## src/rtl/bound_flasher_pkg.sv

```systemverilog
// Shared types for the bound flasher: FSM states, segment ids
// and the per-segment level target.
package bound_flasher_pkg;

    typedef enum logic [1:0] {
        ST_IDLE = 2'd0,
        ST_UP   = 2'd1,
        ST_DOWN = 2'd2
    } state_e;

    typedef enum logic [2:0] {
        SEG0 = 3'd0,
        SEG1 = 3'd1,
        SEG2 = 3'd2,
        SEG3 = 3'd3,
        SEG4 = 3'd4,
        SEG5 = 3'd5
    } seg_e;

    function automatic int seg_target(
        input seg_e s,
        input int   num_led,
        input int   peak1,
        input int   peak2,
        input int   trough
    );
        case (s)
            SEG0:    seg_target = peak1 + 1;
            SEG1:    seg_target = 0;
            SEG2:    seg_target = peak2 + 1;
            SEG3:    seg_target = trough;
            SEG4:    seg_target = num_led;
            SEG5:    seg_target = 0;
            default: seg_target = 0;
        endcase
    endfunction

endpackage

```

## src/rtl/step_prescaler.sv

```systemverilog
// Divides the clock down to one step tick every STEP_DIV clocks;
// clr restarts the count so the first tick lands STEP_DIV clocks later.
module step_prescaler #(
    parameter int STEP_DIV = 1
) (
    input  logic clk,
    input  logic rst_n,
    input  logic clr,
    output logic tick
);

    localparam int CW = (STEP_DIV > 1) ? $clog2(STEP_DIV) : 1;
    localparam logic [CW-1:0] LAST = CW'(STEP_DIV - 1);

    logic [CW-1:0] cnt;

    assign tick = (cnt == LAST);

    always_ff @(posedge clk or negedge rst_n) begin
        if (!rst_n) begin
            cnt <= '0;
        end else if (clr || tick) begin
            cnt <= '0;
        end else begin
            cnt <= cnt + CW'(1);
        end
    end

endmodule

```

## src/rtl/param_bound_flasher.sv

```systemverilog
// Thermometer lamp flasher: six up/down segments with kickback on
// flick at the trough or at zero, optional auto-repeat.
module param_bound_flasher
    import bound_flasher_pkg::*;
#(
    parameter int NUM_LED  = 16,
    parameter int PEAK1    = 5,
    parameter int PEAK2    = 10,
    parameter int TROUGH   = 5,
    parameter int STEP_DIV = 1
) (
    input  logic                           clk,
    input  logic                           rst_n,
    input  logic                           flick,
    input  logic                           repeat_en,
    output logic [NUM_LED-1:0]             LED,
    output logic [$clog2(NUM_LED+1)-1:0]   level,
    output logic [1:0]                     state,
    output logic [2:0]                     seg,
    output logic                           busy,
    output logic                           cycle_done
);

    localparam int LW = $clog2(NUM_LED + 1);
    localparam logic [LW-1:0] TROUGH_L = LW'(TROUGH);

    state_e        st_q, st_d;
    seg_e          seg_q, seg_d;
    logic [LW-1:0] lvl_q, lvl_d;
    logic [LW-1:0] lvl_step, tgt;
    logic          done_q, done_d;
    logic          restart, pre_clr, pre_tick, tick, kick;

    step_prescaler #(
        .STEP_DIV (STEP_DIV)
    ) u_pre (
        .clk   (clk),
        .rst_n (rst_n),
        .clr   (pre_clr),
        .tick  (pre_tick)
    );

    assign pre_clr = (st_q == ST_IDLE) || restart;
    assign tick    = (st_q == ST_IDLE) || pre_tick;

    always_comb begin
        st_d     = st_q;
        seg_d    = seg_q;
        lvl_d    = lvl_q;
        done_d   = 1'b0;
        restart  = 1'b0;
        tgt      = LW'(seg_target(seg_q, NUM_LED, PEAK1, PEAK2, TROUGH));
        lvl_step = (st_q == ST_DOWN) ? lvl_q - LW'(1) : lvl_q + LW'(1);
        kick     = flick && ((lvl_step == TROUGH_L) || (lvl_step == '0));
        if (tick) begin
            unique case (st_q)
                ST_IDLE: begin
                    lvl_d = '0;
                    if (flick) begin
                        st_d  = ST_UP;
                        seg_d = SEG0;
                        lvl_d = LW'(1);
                    end
                end
                ST_UP: begin
                    lvl_d = lvl_step;
                    if (lvl_step == tgt) begin
                        seg_d = seg_e'(seg_q + 3'd1);
                        st_d  = ST_DOWN;
                    end
                end
                ST_DOWN: begin
                    lvl_d = lvl_step;
                    // Kickback wins over segment advance on the same tick
                    if (kick) begin
                        seg_d = seg_e'(seg_q - 3'd1);
                        st_d  = ST_UP;
                    end else if (lvl_step == tgt) begin
                        if (seg_q == SEG5) begin
                            done_d  = 1'b1;
                            seg_d   = SEG0;
                            restart = repeat_en;
                            st_d    = repeat_en ? ST_UP : ST_IDLE;
                        end else begin
                            seg_d = seg_e'(seg_q + 3'd1);
                            st_d  = ST_UP;
                        end
                    end
                end
                default: begin
                    st_d  = ST_IDLE;
                    seg_d = SEG0;
                    lvl_d = '0;
                end
            endcase
        end
    end

    always_ff @(posedge clk or negedge rst_n) begin
        if (!rst_n) begin
            st_q   <= ST_IDLE;
            seg_q  <= SEG0;
            lvl_q  <= '0;
            done_q <= 1'b0;
        end else begin
            st_q   <= st_d;
            seg_q  <= seg_d;
            lvl_q  <= lvl_d;
            done_q <= done_d;
        end
    end

    always_comb begin
        LED = '0;
        for (int i = 0; i < NUM_LED; i++) begin
            LED[i] = (i < int'(lvl_q));
        end
    end

    assign level      = lvl_q;
    assign state      = st_q;
    assign seg        = seg_q;
    assign busy       = (st_q != ST_IDLE);
    assign cycle_done = done_q;

endmodule

```

## config.mk

```make
export PLATFORM = sky130hd
export DESIGN_NAME = param_bound_flasher
export DESIGN_NICKNAME = d
export VERILOG_FILES = /design/src/rtl/bound_flasher_pkg.sv /design/src/rtl/step_prescaler.sv /design/src/rtl/param_bound_flasher.sv
export SDC_FILE = /design/constraint.sdc
export NUM_CORES = 1
export LEC_CHECK = 0
export BUFFER_PORTS_ARGS = -buffer_cell sky130_fd_sc_hd__buf_2
export CAP_MARGIN = 10
export CORE_MARGIN = 10
export CORE_UTILIZATION = 55
export CTS_CLUSTER_DIAMETER = 60
export DETAILED_ROUTE_END_ITERATION = 8
export PLACE_DENSITY = 0.85
export SLEW_MARGIN = 30
export SYNTH_ARGS = -nofsm -noshare
export SYNTH_HDL_FRONTEND = slang
export SYNTH_HIERARCHICAL = 1
export SYNTH_SLANG_ARGS = --single-unit
```

## constraint.sdc

```tcl
create_clock -name clk -period 7.2 [get_ports clk]
set_input_delay 1.8 -clock clk [delete_from_list [all_inputs] [get_ports clk]]
set_output_delay 1.8 -clock clk [all_outputs]
set_load 0.03 [all_outputs]
```

# Word level (Yosys, flattened, before mapping)
# Cells that the tools add are included.
dict set report word_totals {
  reg_bits 12
  inputBits 4
  out_inout_bits 28
  word_cells 77
}
dict set report op_classes {
  add_sub_neg 5
  n_lt_le_gt_ge 16
  eq_ne 11
  n_mux 28
  bitwise_logic 1
  n_reduce_logical 11
}
# op count
set ops {}
lappend ops {{less-than comparator 4 x 5 -> 1 bit, first input constant} 8}
lappend ops {{less-than comparator 3 x 5 -> 1 bit, first input constant} 4}
lappend ops {{case mux 5 bit (4 select lines)} 1}
lappend ops {{2-to-1 mux 3 bit} 5}
lappend ops {{2-to-1 mux 1 bit} 14}
lappend ops {{less-than comparator 1 x 5 -> 1 bit, first input constant} 2}
lappend ops {{less-than comparator 2 x 5 -> 1 bit, first input constant} 2}
lappend ops {{case mux 5 bit (2 select lines)} 1}
lappend ops {{case mux 3 bit (3 select lines)} 1}
lappend ops {{2-to-1 mux 2 bit} 4}
lappend ops {{equality test 3 x 2 -> 1 bit, second input constant} 2}
lappend ops {{equality test 3 bit, second input constant} 2}
lappend ops {{case mux 2 bit (3 select lines)} 1}
lappend ops {{adder 5 x 1 -> 5 bit, second input constant} 1}
lappend ops {{equality test 5 x 3 -> 1 bit, second input constant} 1}
lappend ops {{equality test 5 bit} 1}
lappend ops {{zero test 5 bit} 1}
lappend ops {{2-to-1 mux 5 bit} 1}
lappend ops {{subtractor 5 x 1 -> 5 bit, second input constant} 1}
lappend ops {{logical OR 1 bit} 4}
lappend ops {{!= test 2 bit, second input constant} 2}
lappend ops {{AND reduction 4 bit} 1}
lappend ops {{adder 3 x 1 -> 3 bit, second input constant} 1}
lappend ops {{zero test 3 bit} 1}
lappend ops {{10 further kinds} 10}

# Depth between registers and ports, before layout
dict set report depth {
  ltp_word 11
  depth_mapped 9
  depth_no_buf 8
}

# Modules after synthesis
# Netlist, hierarchy kept.
# module n_inst cells_per_inst area_each_um2 seq_area_each_um2
set modules_own_cells {}
lappend modules_own_cells {param_bound_flasher 1 153 1347.5 275.3}
lappend modules_own_cells {step_prescaler 1 3 32.5 25.0}

# Worst setup path after synthesis
# Ideal clock, no wire load.
dict set report synth_timing {
  path_kind {register to output}
  startpoint {register lvl_q[4] (netlist: level[4])}
  endpoint {output port LED[1]}
  t_arrival_ns 1.664
  t_required_ns 5.400
  slack_ns 3.736
  stages_incl_launch_ff 6
  path_buffers 1
  cell_sequence {dfrtp_1 -> clkbuf_1 -> nor2_1 -> inv_1 -> nor2_1 -> o21ai_0}
}
dict set report synth_between {
  elab_chain_len 1
}
# item line
set synth_rtl {}
lappend synth_rtl {{start, declared} param_bound_flasher.sv:29} ;# logic [LW-1:0] lvl_q, lvl_d;
lappend synth_rtl {{start signal, assigned} param_bound_flasher.sv:108} ;# lvl_q <= lvl_d;
lappend synth_rtl {{less-than comparator 1 x 5 -> 1 bit} param_bound_flasher.sv:116} ;# LED[i] = (i < int'(lvl_q));
lappend synth_rtl {{end, declared} param_bound_flasher.sv:16} ;# output logic [NUM_LED-1:0] LED,
# No other way between the ends.

# Worst setup path after layout
dict set report layout_timing {
  startpoint {register lvl_q[3] (netlist: level[3])}
  endpoint {output port LED[1]}
}
# Same word-level chain as after synthesis.

==> summary.md <==
| Metric | Value |
|---|---|
| Root Driver | clkbuf_4 |
| GP Congestion | 0.9412 |
| Starting DRC count in detailed routing | 51 |
| Most frequent CP cell | nor2_1 |
| Filler Cell Count | 210 |
| CTS tree | done |
| DR pass1 iterations | 4 |
| Congestion Overflow GR | 0 |
| Ant diodes | 0 |
| Placed cell areas | 1504 µm² |
| Synthesized instance count | 154 |
| Slew margin rel. | 62.31% |
| Ports | 32 |
| Clk slew on worst S/H paths | 0.08 ns |
| Num CTS Buffers | 3 |
| RSZ-0062 raised after global routing | no |
| Buf/Inv on CP | 2 |
| Cell Chain, Critical Path | nor2_1 > inv_1 > nor2_1 > o21ai_0 > buf_2 |
| Post-Syn Area per Cell | 8.880 µm² |
| Wire per inst | 16.14 µm |
| Crit-path max cell delay | 0.55 ns |
| # rows | 18 |
| Die Height | 69.87 µm |
| Syn. warnings | 6 |
| Largest net degree at the start of global routing | 17 |
| Routed WL | 3390 µm |
| Die X | 69.87 µm |
| Layout cell share with drive strength beyond 1 | 27.78% |
| Period Utilization, post-route | 48.56% |
| CP max FO | 13 |
| Final ANT Viol Nets | 0 |
| Final clock skew | 0.001821 ns |
| Least-Margin Pin Slew | 0.5653 ns |
| Antenna violations before repair | 0 |
| Synthesized area | 1368 µm² |
| Hold Crit Class | register to register |
| H-tree Lvls | 1 |
| Finished Cell Area | 1540 µm² |
| Arrival time worst endpoint | 1.70 ns |
| Final core utilization | 63.32% |
| Max_cap viols | 0 |
| Vias in the first global route | 1187 |
| Final hold vios | 0 |
| Crit-path slowest cell | dfrtp_1 |
| Tmin final | 3.496 ns |
| Skew-Pair Late Insertion Delay | 0.28 ns |
| Mapped Nets | 171 |
| FF-to-FF setup slack | 4.05 ns |
| F_max | 286.0 MHz |
| Finish-stage setup viols | 0 |
| Setup TNS | 0 ns |
| Worst setup path class | register to output pin |
| Buffers on Ports | 31 |
| GRT Total Usage | 13.31% |
| CORE AREA | 2432 µm² |
| CP startpoint kind | register |
| Die area | 4881 µm² |
| Post-CTS Hold Fix Bufs | 0 |
| Clock sinks | 12 |
| WP data required | 5.40 ns |
| Maximum clock insertion buffer count | 2 |
| Drc violations | 0 |
| NumNets Final | 198 |
| DR vias | 1199 |
| Global-route wire length before repair | 5589 µm |
| Post-DP HPWL | 2604 µm |
| Via density per instance | 5.710 |
| Status | complete, no violations |
| Crit path max-delay family | flip-flops |
| Final max-slew violation count | 0 |
| Setup bufs post-CTS | 0 |
| Crit end category | output pin |
| Cts repair resizes | 0 |
| Synthesis-to-layout area growth | 12.63% |
| Initial core utilization | 56.22% |
==> through the flow <==
| step | hold slack (ns) | worst slack (ns) | cells |
|---|---|---|---|
| global route | 0.7009 | 3.546 | 210 |
| finish | 0.6562 | 3.704 | 210 |
| floorplan | 0.6450 | 3.736 | 154 |
| detailed placement | 0.6464 | 3.893 | 206 |
| CTS | 0.6657 | 3.723 | 210 |
| global placement | 0.6106 | 3.927 | 206 |
==> layer usage <==
layer	global-route usage [%]	wire, µm	part of all wire (%)
met3	4.802	315	9.3
met4	6.360	63	1.9
met5	0	0	0
met1	14.95	1440	42
met2	21.75	1571	46
==> sequential cells by signal, indices dropped and copies added (netlist names) <==
register	flops
u_pre/cnt	1
seg	3
state	2
level	5
cycle_done	1
==> layout by cell type (no fill, tap or decap), types with 5 or more instances in the layout <==
cell / count
buf_2: 31
ha_1: 13
inv_1: 12
nand2_1: 12
dfrtp_1: 12
o21ai_0: 11
nor2_1: 8
xnor2_1: 7
nand2b_1: 6
xor2_1: 5
mux2i_1: 5
==> final timing paths <==
kind / from / end / cells after the start
min in group asynchronous: rst_n / seg[1] / 1
setup / recovery: level[3] / LED[1] / 5
hold / removal: state[0] / state[0] / 2
setup reg to reg: state[0] / seg[0] / 8
hold reg to reg: state[0] / state[0] / 2
max in group asynchronous: rst_n / level[2] / 1
==> layout make-up <==
cell class | count | area (µm²) | area share (%)
Clock buffer | 4 | 36.28 | 2.356
Inverter | 12 | 45.04 | 2.924
Multi-Input combinational cell | 121 | 965.9 | 62.71
Sequential cell | 12 | 300.3 | 19.50
Tap cell | 30 | 37.54 | 2.437
Timing Repair Buffer | 31 | 155.1 | 10.07
==> worst register-to-register path, cell delays in order (launching register included) <==
cell	delay, ns
dfrtp_1	0.40
inv_1	0.10
ha_1	0.41
nor2b_1	0.23
a2bb2oi_2	0.35
xor3_1	0.38
or4_4	0.56
a31oi_4	0.28
mux2_4	0.33
Power is left out: the tool's default activity adds up to more than one toggle a clock period on the data nets, which glitch-free logic cannot reach.
